## src/rtl/dmem_dump_tx.sv

```systemverilog
// dmem_dump_tx: streams a range of data-memory words out of a UART TX pin.
// A host starts it after a program run to read results back. Each word is
// fetched through dmem's synchronous read port and sent as four 8N1 frames,
// least-significant byte first.
module dmem_dump_tx #(
  parameter int CLK_DIV  = 868,
  parameter int ADDR_LEN = 32,
  parameter int DATA_LEN = 32,
  parameter int CNT_W    = 16
) (
  input  logic                clk,
  input  logic                reset_x,
  input  logic                start,
  input  logic [ADDR_LEN-1:0] base_addr,
  input  logic [CNT_W-1:0]    num_words,
  output logic [ADDR_LEN-1:0] rd_addr,
  output logic                rd_en,
  input  logic [DATA_LEN-1:0] rd_data,
  output logic                txd,
  output logic                busy,
  output logic                done
);

  localparam int BAUD_W = $clog2(CLK_DIV);
  localparam logic [BAUD_W-1:0] BAUD_LAST = BAUD_W'(CLK_DIV - 1);

  typedef enum logic [2:0] {
    IDLE,
    READ,
    LOAD,
    START,
    DATA,
    STOP
  } state_t;

  state_t              state;
  logic [BAUD_W-1:0]   baud_cnt;
  logic [2:0]          bit_idx;
  logic [1:0]          byte_idx;
  logic [CNT_W-1:0]    remaining;
  logic [DATA_LEN-1:0] shift_word;
  logic                baud_last;

  // Word alignment drops the two low address bits on purpose.
  logic unused_addr_bits;
  assign unused_addr_bits = ^base_addr[1:0];

  assign baud_last = (baud_cnt == BAUD_LAST);

  // Transfer FSM: rd_addr doubles as the running word address, the shift word
  // is consumed one bit at a time so the next byte always sits in bits [7:0].
  always_ff @(posedge clk or negedge reset_x) begin
    if (!reset_x) begin
      state      <= IDLE;
      baud_cnt   <= '0;
      bit_idx    <= '0;
      byte_idx   <= '0;
      remaining  <= '0;
      shift_word <= '0;
      rd_addr    <= '0;
      rd_en      <= 1'b0;
      txd        <= 1'b1;
      busy       <= 1'b0;
      done       <= 1'b0;
    end else begin
      done  <= 1'b0;
      rd_en <= 1'b0;
      case (state)
        IDLE: begin
          // A start coinciding with the done pulse belongs to the old transfer.
          if (start && !done) begin
            if (num_words == '0) begin
              done <= 1'b1;
            end else begin
              rd_addr   <= {base_addr[ADDR_LEN-1:2], 2'b00};
              remaining <= num_words;
              rd_en     <= 1'b1;
              busy      <= 1'b1;
              state     <= READ;
            end
          end
        end
        READ: begin
          state <= LOAD;
        end
        LOAD: begin
          shift_word <= rd_data;
          byte_idx   <= '0;
          bit_idx    <= '0;
          baud_cnt   <= '0;
          txd        <= 1'b0;
          state      <= START;
        end
        START: begin
          if (baud_last) begin
            baud_cnt <= '0;
            bit_idx  <= '0;
            txd      <= shift_word[0];
            state    <= DATA;
          end else begin
            baud_cnt <= baud_cnt + 1'b1;
          end
        end
        DATA: begin
          if (baud_last) begin
            baud_cnt   <= '0;
            shift_word <= shift_word >> 1;
            if (bit_idx == 3'd7) begin
              txd   <= 1'b1;
              state <= STOP;
            end else begin
              bit_idx <= bit_idx + 1'b1;
              txd     <= shift_word[1];
            end
          end else begin
            baud_cnt <= baud_cnt + 1'b1;
          end
        end
        STOP: begin
          if (baud_last) begin
            baud_cnt <= '0;
            if (byte_idx != 2'd3) begin
              byte_idx <= byte_idx + 1'b1;
              txd      <= 1'b0;
              state    <= START;
            end else if (remaining > CNT_W'(1)) begin
              remaining <= remaining - 1'b1;
              rd_addr   <= rd_addr + ADDR_LEN'(4);
              rd_en     <= 1'b1;
              state     <= READ;
            end else begin
              done  <= 1'b1;
              busy  <= 1'b0;
              state <= IDLE;
            end
          end else begin
            baud_cnt <= baud_cnt + 1'b1;
          end
        end
        default: begin
          state <= IDLE;
        end
      endcase
    end
  end

endmodule

```

## config.mk

```make
export PLATFORM = sky130hd
export DESIGN_NAME = dmem_dump_tx
export DESIGN_NICKNAME = d
export VERILOG_FILES = /design/src/rtl/dmem_dump_tx.sv
export SDC_FILE = /design/constraint.sdc
export NUM_CORES = 1
export LEC_CHECK = 0
export ABC_AREA = 1
export BUFFER_PORTS_ARGS = -buffer_cell sky130_fd_sc_hd__buf_2
export CORE_UTILIZATION = 56
export DETAILED_ROUTE_END_ITERATION = 8
export PLACE_DENSITY = 0.9
export SLEW_MARGIN = 20
export SYNTH_ARGS = -nofsm -noshare
export SYNTH_HDL_FRONTEND = slang
export SYNTH_SLANG_ARGS = --single-unit
```

## constraint.sdc

```tcl
create_clock -name clk -period 2.1 [get_ports clk]
set_input_delay 0.105 -clock clk [delete_from_list [all_inputs] [get_ports clk]]
set_output_delay 0.105 -clock clk [all_outputs]
set_load 0.02 [all_outputs]
```

Word-level counts from Yosys, hierarchy flattened
Cells that the tools add are included.
{ "op_classes": {"n_addsub": 5, "multipliers": 0, "div": 0, "magnitude_cmp": 1, "n_eq_ne": 19, "shift": 0, "n_mux": 56, "bitwise_logic": 0, "n_reduce_logical": 18} }
{ "op_table": {"columns": ["op", "count"], "rows": [
  ["2-to-1 mux 32 bit", 6],
  ["one-hot mux 32 bit (2 select lines)", 2],
  ["2-to-1 mux 16 bit", 5],
  ["adder 32 x 3 -> 32 bit, second input constant", 1],
  ["one-hot mux 16 bit (2 select lines)", 1],
  ["2-to-1 mux 3 bit", 9],
  ["inequality test 2 bit, second input constant", 12],
  ["2-to-1 mux 1 bit", 21],
  ["one-hot mux 10 bit (2 select lines)", 1],
  ["one-hot mux 3 bit (6 select lines)", 1],
  ["AND reduction 6 bit", 3],
  ["> comparator 16 x 1 -> 1 bit, second input constant", 1],
  ["logical NOT 16 bit", 1],
  ["subtractor 16 x 1 -> 16 bit, second input constant", 1],
  ["adder 10 x 1 -> 10 bit, second input constant", 1],
  ["equality test 10 bit, second input constant", 1],
  ["2-to-1 mux 10 bit", 1],
  ["equality test 3 bit, second input constant", 3],
  ["one-hot mux 3 bit (3 select lines)", 1],
  ["nonzero test 2 bit", 4],
  ["equality test 3 x 2 -> 1 bit, second input constant", 2],
  ["2-to-1 mux 2 bit", 3],
  ["one-hot mux 1 bit (2 select lines)", 3],
  ["AND reduction 5 bit", 1],
  ["14 further kinds", 14]
]} }
{ "word_totals": {"reg_bits": 102, "latch_bits": 0, "ram_bits": 0, "rom_bits": 0, "output_inout_bits": 36, "word_cells": 110, "mem_count": 0} }

Logic depth before layout (Yosys ltp)
Gate-level depths: netlist of the first run.
{ "logic_depth": {"depth_word": 5, "depth_mapped": 13} }

Least setup slack after synthesis of the first run
OpenSTA, ideal clock, no wires.
{ "synth_timing": {"path_kind": "register to register", "start": "reg rd_addr[3]", "end": "reg rd_addr[22]", "setup_ps": 117, "t_arrival_ps": 1581, "t_required_ps": 1983, "path_slack_ps": 403, "stages_incl_launch_ff": 11, "n_path_buf": 0, "synth_period_minus_slack_ps": 1697, "cell_sequence": "dfrtp_1 > ha_1 > nand3_1 > inv_1 > nand2_1 > nor2_1 > nand3_1 > nand3_1 > nand2_1 > nand2_1 > nand2_1"} }
{ "synth_via": {"elab_chain_len": 5} }
{ "synth_rtl": {"columns": ["element", "line", "text"], "rows": [
  ["start: declaration", "16", "output logic [ADDR_LEN-1:0] rd_addr,"],
  ["start signal: assignment", "75", "rd_addr <= {base_addr[ADDR_LEN-1:2], 2'b00};"],
  ["start signal: assignment", "128", "rd_addr <= rd_addr + ADDR_LEN'(4);"],
  ["adder 32 x 3 -> 32 bit", "128", null],
  ["2-to-1 mux 32 bit", "126", "end else if (remaining > CNT_W'(1)) begin"],
  ["2-to-1 mux 32 bit", "122", "if (byte_idx != 2'd3) begin"],
  ["2-to-1 mux 32 bit", "120", "if (baud_last) begin"],
  ["one-hot mux 32 bit (2 select lines)", "68", "case (state)"]
]} }
Every way passes these cells. The select of a mux whose other input is x is not followed.
A chain may end at the register's enable or synchronous reset.

Final worst setup path of the first run
{ "layout_timing": {"start": "reg remaining[0]", "end": "reg remaining[4]"} }
{ "layout_via": {"elab_chain_len": 5} }
{ "layout_rtl": {"columns": ["element", "line", "text"], "rows": [
  ["start: declaration", "40", "logic [CNT_W-1:0] remaining;"],
  ["start signal: assignment", "76", "remaining <= num_words;"],
  ["start signal: assignment", "127", "remaining <= remaining - 1'b1;"],
  ["subtractor 16 x 1 -> 16 bit", "127", null],
  ["2-to-1 mux 16 bit", "126", null],
  ["2-to-1 mux 16 bit", "122", null],
  ["2-to-1 mux 16 bit", "120", null],
  ["one-hot mux 16 bit (2 select lines)", "68", null]
]} }
Several ways; a longest one is shown, not always the timed one. The select of a mux whose other input is x is not followed.

==> results of run 1 <==
[worst min-delay path: stages]
cell	delay, ns
buf_2	0.08
nand2_1	0.04
nand2_1	0.05
nand2_1	0.04
nand2_1	0.05
[power groups by stage]
stage	clock, W	sequential [W]	combinational [W]
4_1_cts	0.00131	0.00198	0.000230
2_1_floorplan	0	0.00201	0.0000881
3_5_place_dp	0	0.00201	0.000226
5_1_grt	0.00138	0.00198	0.000258
6_report	0.00129	0.00198	0.000227
3_3_place_gp	0	0.00201	0.000216
[stage by stage]
step,power [W],util (%)
global placement,0.002226,63.54
global route,0.003616,65.99
finish,0.003494,65.99
detailed placement,0.002237,63.54
CTS,0.003514,65.75
floorplan,0.002094,-
[registers in the layout, indices dropped and copies added (netlist names)]
signal,count
txd,1
remaining,16
baud_cnt,10
state,3
done,1
byte_idx,2
bit_idx,3
rd_addr,30
rd_en,1
busy,1
shift_word,32
[timing repair]
action                     in CTS  in global routing
resized for setup               0                  7
hold buffers                    3                  0
setup endpoints to repair       0                 44
hold endpoints to repair       74                  0
[cell type report]
class                           instances  area (um2)  share of cell area (%)
Multi-Input combinational cell        725        3322                   46.44
Timing Repair Buffer                  127       705.7                   9.865
Clock inverter                          7       86.33                   1.207
Tap cell                              140       175.2                   2.449
Clock buffer                            9       123.9                   1.732
Sequential cell                       100        2504                   35.00
Inverter                               63       236.5                   3.306
[cell families (layout without fill, tap and decap cells)]
group           count (synthesis)  count (layout)  share of synthesized area (%)
flops                         100             100                          40.19
other cells                     1               2                        0.06020
mux                            31              31                          4.981
compound gates                108             108                          8.998
simple gates                  567             567                          36.25
xor+xnor                       10              10                          1.406
buf+inv                        94             206                          6.708
fa+ha+maj                       7               7                          1.406
[cell usage in the layout, fill, tap and decap left out, types with 2 or more instances in the layout]
cell / netlist / routed
inv_2: 4 / 4
o21ai_1: 22 / 22
nand2_1: 397 / 397
buf_4: 7 / 7
xor2_1: 6 / 6
buf_6: 3 / 2
buf_2: 13 / 113
nand4_1: 2 / 2
nor2_2: 3 / 4
dlygate4sd3_1: 0 / 3
o21ai_0: 68 / 68
o21bai_1: 3 / 3
clkbuf_8: 0 / 9
o22ai_1: 3 / 3
and2_1: 2 / 2
nand3_1: 53 / 53
clkinv_8: 0 / 2
nand2_2: 3 / 3
ha_1: 7 / 7
a21oi_1: 9 / 9
xnor2_1: 4 / 4
inv_1: 59 / 59
nor3_1: 4 / 4
dfrtp_1: 99 / 99
mux2i_1: 31 / 31
nor2_1: 97 / 95
or2_2: 2 / 2
conb_1: 1 / 2
inv_8: 0 / 4
[metal layers]
layer | vias to the layer above | GRT usage, %
met1 | 2777 | 36.12
met4 | 0 | 6.556
met2 | 196 | 47.00
met3 | 15 | 5.387
li1 | 3126 | -
met5 | - | 0
[worst max-delay path by stage]
stage,start,to,slack [ns],depth (start not counted)
4_1_cts,state[1],byte_idx[1],0.09,6
3_5_place_dp,state[1],byte_idx[1],0.11,6
3_3_place_gp,remaining[0],remaining[9],0.20,13
5_1_grt,state[0],byte_idx[1],0.007,8
6_report,remaining[0],remaining[4],0.18,12
2_1_floorplan,rd_addr[3],rd_addr[22],0.40,10
==> flow_summary.yaml, run 1 <==
run_status:
  status: "finished, final reports clean"
yosys:
  ys.flop_type: "dfrtp_1"
  synthCells: 918
  synth_top_area_cell: "dfrtp_1"
  yosys-top-cells-area: "dfrtp_1 40%, nand2_1 24%, nor2_1 5.8%, o21ai_0 5.5%, mux2i_1 5.0%"
  ys_ff_latch: 100
  synth_edf_count: 0
  synth_warnings: 0
  yosysSeqAreaShare_pct: 40.19
  synth_top_area_share_pct: 39.77
  synthMostInstantiatedCell: "nand2_1"
  synth_common_cells: "397 x nand2_1, 99 x dfrtp_1, 97 x nor2_1"
  avgSynthCellArea_um2: 6.786
  async_flop_share_pct: 100.0
  syn_area_um2: 6230
  ys_types: 34
die:
  die_w_um: 107.5
  core_area_um2: 10840
  initial_core_util_pct: 57.47
  io_pins: 119
  dieArea_um2: 11550
  num_rows: 38
  die_h_um: 107.5
power:
  p_leak_nw: 4.274
  internal_power_w: 0.002551
  ir_worst_vdd_mv: 0.3915
  seq_power_share_pct: 56.6
  comb_power_share_pct: 6.5
  power.density_nw_per_um2: 488.4
  netSwitchingFraction_pct: 26.98
  clkPwrFrac_pct: 37.0
  switching_power_w: 0.0009425
sta:
  timing.hold.ws_ns: 0.006865
  period_minus_slack_ns: 1.917
  hold_viol_final: 0
  rsz0062_at_grt: "no"
  layout_setup_ws_ns: 0.1833
  post-route-period-util_pct: 91.27
  max_freq_mhz: 521.7
  slew_viol_final: 0
  tightest_slew_ns: 0.8660
  tns_ns: 0
  finalSetupViolations: 0
  fin_skew_ns: 0.02493
  max_slew_margin_pct: 42.18
critical_path:
  worst-r2r-cell-count: 12
  crit_fanout: 28
  cpMaxStageDelayCell: "dfrtp_1"
  reg2reg_slack_ns: 0.18
  worst_path_most_repeated_cell: "nand2_1"
  path_cells: "inv_1 -> ha_1 -> nand2_2 -> nor2_4 -> nand2_1 -> nand2_1 -> nand2_1 -> nand2_1 -> nand2_2 -> buf_4 -> nand2_1 -> o21ai_1"
  worstPathBufferInverterCount: 2
  path_class: "reg2reg"
  start_kind: "flop"
  rr_endpoint: "remaining[4]"
  crit_required_ns: 2.37
  cp-end-kind: "flop"
  critical-path-max-stage-delay_ns: 0.41
  cp.arrival_ns: 2.19
  cp_top_family: "simple AND/OR/NAND/NOR gates"
  rr_startpoint: "remaining[0]"
drt:
  dr_wl_met3_um: 900
  wl_per_cell_um: 12.73
  viasPerCell: 5.221
  routed_wl_um: 14910
  first_pass_iters: 5
  ant_nets: 0
  drtIter0Drc: 426
  met1_length_um: 6597
  vias: 6114
  dr.max_layer_used: "met4"
  dr_wl_met2_um: 7239
  remaining_drc_errors: 0
final_layout:
  fin_area_um2: 7153
  drive_gt1_share_pct: 15.32
  fin_cells: 1171
  syn_to_final_growth_pct: 14.82
  nFillCells: 912
  diodes: 0
  final_nets: 1116
clock_network:
  post_cts_buffers: 0
  clock_tree.buffer_depth: 2
  cts.sinks: 100
  cts_htree_levels: 3
  cts_tree: "yes"
  cts_inserted_buffers: 9
  insertion_delay_ns: 0.39
  ctsRootBufferMaster: "clkbuf_8"
  cts.clk_slew.worst_paths_ns: 0.12
global_routing:
  overflow: 0
  antenna_found_initial: 0
  grt_max_degree: 64
  track_usage_pct: 27.56
  grt_pass1_vias: 5702
  grt_pass1_wl_um: 25550
place:
  gp_congestion: 0.9423
  dp_hpwl_um: 10770
  dp.cells: 1152
  port-buffer-count: 114
  place_ws_ns: 0.1067
  placed_area_um2: 6888
worst_hold_path:
  min-delay-start: "base_addr[26]"
  hold_path_end: "rd_addr[26]"
  hold_depth: 5
  hold_path_class: "in2reg"
flow_run:
  drv_cap: 0
Note: power is estimated with default switching activity, not from simulation.
==> run 2: changes to the inputs <==
CORE_ASPECT_RATIO = 1.25   (was default)
==> flow_summary.yaml, run 2 (synthesized netlist as in run 1, its figures left out) <==
global_routing:
  overflow: 0
  antenna_found_initial: 0
  grt_pass1_wl_um: 26100
  track_usage_pct: 29.08
  grt_max_degree: 64
  grt_pass1_vias: 6015
critical_path:
  path_class: "reg2reg"
  rr_startpoint: "remaining[1]"
  start_kind: "flop"
  crit_required_ns: 2.34
  cp-end-kind: "flop"
  reg2reg_slack_ns: 0.19
  rr_endpoint: "remaining[7]"
  worst-r2r-cell-count: 12
  cp.arrival_ns: 2.15
  crit_fanout: 35
sta:
  max_slew_margin_pct: 61.49
  period_minus_slack_ns: 1.905
  finalSetupViolations: 0
  tightest_slew_ns: 0.5776
  max_freq_mhz: 524.9
  post-route-period-util_pct: 90.72
  slew_viol_final: 0
  fin_skew_ns: 0.009274
  tns_ns: 0
  hold_viol_final: 0
worst_hold_path:
  hold_depth: 3
  hold_path_end: "shift_word[31]"
  hold_path_class: "in2reg"
  min-delay-start: "rd_data[31]"
drt:
  viasPerCell: 5.410
  first_pass_iters: 5
  ant_nets: 0
  drtIter0Drc: 365
  remaining_drc_errors: 0
  wl_per_cell_um: 13.63
  vias: 6313
  routed_wl_um: 15910
final_layout:
  reg.largest.list: "shift_word: 32 flops, rd_addr: 30 flops, remaining: 16 flops"
  drive_gt1_share_pct: 15.85
  largest_register_ffs: 32
  regArea_um2: 2504
  fin_area_um2: 7308
  nFillCells: 911
  final_cell_mix: "397 x nand2_1, 113 x buf_2, 99 x dfrtp_1"
  final_common_cell: "nand2_1"
  syn_to_final_growth_pct: 17.31
  largest-register: "shift_word"
  multi_input_area_um2: 3324
  final_nets: 1120
  diodes: 0
  fin_cells: 1167
place:
  placed_area_um2: 6910
  dp_hpwl_um: 11420
  port-buffer-count: 114
  gp_congestion: 0.9256
  dp.cells: 1150
clock_network:
  cts.sinks: 100
  clock_tree.buffer_depth: 2
  insertion_delay_ns: 0.36
  ctsRootBufferMaster: "clkbuf_16"
  cts_inserted_buffers: 9
  cts_tree: "yes"
  cts_htree_levels: 3
  cts.clk_slew.worst_paths_ns: 0.07
die:
  dieArea_um2: 11550
  num_rows: 42
  die_w_um: 96.34
  core_area_um2: 10720
  die_h_um: 119.9
  io_pins: 119
  initial_core_util_pct: 58.11
power:
  power.density_nw_per_um2: 568.3
  p_leak_nw: 4.352
  ir_worst_vdd_mv: 0.4561
flow_run:
  drv_cap: 0
run_status:
  status: "finished, final reports clean"
-- run 2: cell types whose count changed in the layout (fill, tap and decap cells not counted), sizes merged --
cell	delta
bufinv	+3
dlygate4sd3	-2
clkbuf	+1
buf	+6
clkinv	-2
inv	-2
-- run 2: repair_timing --
action | CTS | global route
resized for setup | 0 | 13
hold buffers | 1 | 0
buffers inserted | 0 | 0
endpoints found under the setup margin | 0 | 46
hold endpoints to repair | 40 | 0
-- run 2: critical path, cell delays in order, from the launching register on --
cell and delay, ns:
dfrtp_1 0.38, inv_1 0.10, ha_2 0.21, nand2_2 0.11
nor2_4 0.14, nand2_1 0.11, nand2_1 0.10, nand2_1 0.07
nand2_1 0.09, nand2_2 0.13, buf_12 0.21, nand2_1 0.08
o21ai_1 0.06
-- run 2: how the worst max path moves through the flow --
stage                            start           end  slack (ns)  cells past startpoint
final                     remaining[1]  remaining[7]        0.19                     12
after global placement    remaining[0]   rd_addr[25]        0.14                     12
after CTS                 remaining[1]   rd_addr[12]        0.01                     12
after global routing      remaining[1]  remaining[1]       -0.03                     12
after detailed placement  remaining[1]   rd_addr[12]        0.05                     12
after floorplan             rd_addr[3]   rd_addr[22]        0.40                     10
-- run 2: cell type report --
cell class                 count  area share (%)
clock inverter                 6           1.626
inverter                      63           3.338
multi-input combinational    725           45.49
sequential                   100           34.26
timing repair buffer         131           9.896
tap                          132           2.260
clock buffer                  10           3.133
-- run 2: per-layer routing --
metal	part of all wire (%)	vias up	global-route usage [%]
met3	5.9	70	5.070
met5	0	-	0
li1	-	3135	-
met4	4.9	0	16.91
met1	38	2869	32.00
met2	51	239	51.24
-- run 2: where the power goes --
part | internal, W | total (W) | switching [W]
Combinational | 0.000106 | 0.000225 | 0.000119
Clock | 0.00118 | 0.00195 | 0.000773
Sequential | 0.00196 | 0.00198 | 0.0000194
Total | 0.00324 | 0.00415 | 0.000911
-- run 2: stage by stage --
step	power [W]	setup slack (ns)	hold slack (ns)	util (%)
finish	0.004154	0.1949	0.01610	68.17
global route	0.004258	-0.03138	0.04895	68.17
CTS	0.004167	0.01182	0.01538	67.80
detailed placement	0.002238	0.04530	0.1336	64.46
global placement	0.002228	0.1379	0.1330	64.46
floorplan	0.002094	0.4028	-0.1906	-
==> run 3: changes to the inputs <==
BUFFER_PORTS_ARGS = default   (was -buffer_cell sky130_fd_sc_hd__buf_2)
CORE_UTILIZATION = 64   (was 56)
DONT_BUFFER_PORTS = 1   (was default)
PLACE_DENSITY = 0.89   (was 0.9)
SETUP_SLACK_MARGIN = 0.2   (was default)
==> flow_summary.yaml, run 3 (synthesized netlist as in run 1, its figures left out) <==
place:
  place_ws_ns: 0.02140
  gp_congestion: 0.9195
  dp_hpwl_um: 10530
  placed_area_um2: 6379
  port-buffer-count: 0
drt:
  remaining_drc_errors: 0
  viasPerCell: 6.020
  first_pass_iters: 8
  routed_wl_um: 19630
  wl_per_cell_um: 17.57
  vias: 6724
  drtIter0Drc: 728
  ant_nets: 0
die:
  num_rows: 39
  initial_core_util_pct: 66.84
  core_area_um2: 9320
  die_h_um: 112.3
  die_w_um: 90.25
  io_pins: 119
  dieArea_um2: 10140
sta:
  max_freq_mhz: 511.9
  layout_setup_ws_ns: 0.1465
  tightest_slew_ns: 0.5256
  slew_viol_final: 0
  rsz0062_at_grt: "yes"
  max_slew_margin_pct: 64.69
  finalSetupViolations: 0
  timing.hold.ws_ns: -0.5642
  period_minus_slack_ns: 1.953
  tns_ns: 0
  hold_viol_final: 103
  post-route-period-util_pct: 93.02
  fin_skew_ns: 0.01566
final_layout:
  diodes: 0
  final_common_cell: "nand2_1"
  drive_gt1_share_pct: 9.155
  syn_to_final_growth_pct: 22.25
  reg.largest.list: "shift_word: 32 flops, rd_addr: 30 flops, remaining: 16 flops"
  final_nets: 1079
  final_cell_mix: "394 x nand2_1, 92 x dfrtp_1, 89 x nor2_1"
  fin_area_um2: 7616
  nFillCells: 560
  largest_register_ffs: 32
  largest-register: "shift_word"
critical_path:
  cp.arrival_ns: 2.18
  path_class: "reg2reg"
  path_cells: "nor2_2 -> nand2_1 -> nor2_1 -> inv_1 -> nand2_1 -> nand2_1 -> nand2_4 -> nand2_8 -> clkbuf_16 -> nand2_1 -> nand2_1"
  crit_fanout: 11
  critical-path-max-stage-delay_ns: 0.44
  start_kind: "flop"
  crit_required_ns: 2.33
  worst_path_most_repeated_cell: "nand2_1"
  cp-end-kind: "flop"
  cpMaxStageDelayCell: "dfrtp_1"
global_routing:
  antenna_found_initial: 0
  grt_pass1_vias: 6201
  track_usage_pct: 34.48
  grt_pass1_wl_um: 28050
  grt_max_degree: 101
  overflow: 0
run_status:
  status: "finished with violations"
  violations: "negative hold slack"
clock_network:
  cts_hold_buf: 56
  cts_tree: "yes"
  insertion_delay_ns: 0.36
  cts_htree_levels: 3
  cts_inserted_buffers: 9
  cts.sinks: 100
  ctsRootBufferMaster: "clkbuf_16"
  clock_tree.buffer_depth: 2
  cts.clk_slew.worst_paths_ns: 0.08
power:
  power.density_nw_per_um2: 522.5
  total_power_w: 0.003980
  p_leak_nw: 4.327
  ir_worst_vdd_mv: 0.5451
flow_run:
  drv_cap: 0
worst_hold_path:
  hold_path_class: "in2async"
## run 3: final cells by class
cell class / instances / area, um2 / area share [%]
well taps: 123 / 153.9 / 2.021
inverters: 63 / 251.5 / 3.302
repair inverters: 1 / 8.758 / 0.1150
multi-input cells: 726 / 3456 / 45.38
clock buffers: 10 / 239.0 / 3.138
repair buffers: 88 / 918.4 / 12.06
flip-flops and latches: 100 / 2512 / 32.99
clock inverters: 6 / 76.32 / 1.002
## run 3: worst paths after layout
check / start / to / slack (ns) / cells past startpoint
min reg2reg: bit_idx[2] / bit_idx[2] / 0.50 / 2
max in group asynchronous: reset_x / txd / 2.42 / 0
max: remaining[6] / rd_addr[13] / 0.15 / 11
max reg2reg: remaining[6] / rd_addr[13] / 0.15 / 11
min in group clk: rd_data[6] / shift_word[6] / -0.01 / 2
min: reset_x / rd_addr[5] / -0.56 / 0
## run 3: where the power goes
part | switching [W] | leakage, nW | internal, W
clock | 0.000818 | 0.156 | 0.000980
combinational | 0.0000851 | 3.11 | 0.000118
sequential | 0.0000239 | 1.06 | 0.00196
## run 3: worst max-delay path: cells and delay by family, from the launching register on
family                 cells  cell delay (ns)
AND/OR/NAND/NOR            9             1.11
buffers and inverters      2             0.28
flip-flops                 1             0.44
## run 3: timing repair
action	4_1_cts	5_1_grt
resized for setup	3	55
setup endpoints to repair	38	89
pin swaps	0	7
buffers inserted	0	4
hold endpoints to repair	156	100
gates cloned	0	7
## run 3: metal layers
metal  GRT usage (%)  up-vias  part of all wire [%]
met1           38.79     3091                    35
met5               0        -                     0
met3           6.030      121                   8.7
li1                -     3053                     -
met2           61.98      459                    50
met4           18.71        0                   6.0
## run 3: metrics by stage
stage	std cells	util, %
floorplan	919	-
global placement	1034	68.44
detailed placement	1034	68.44
CTS	1106	77.93
global route	1117	81.72
finish	1117	81.72
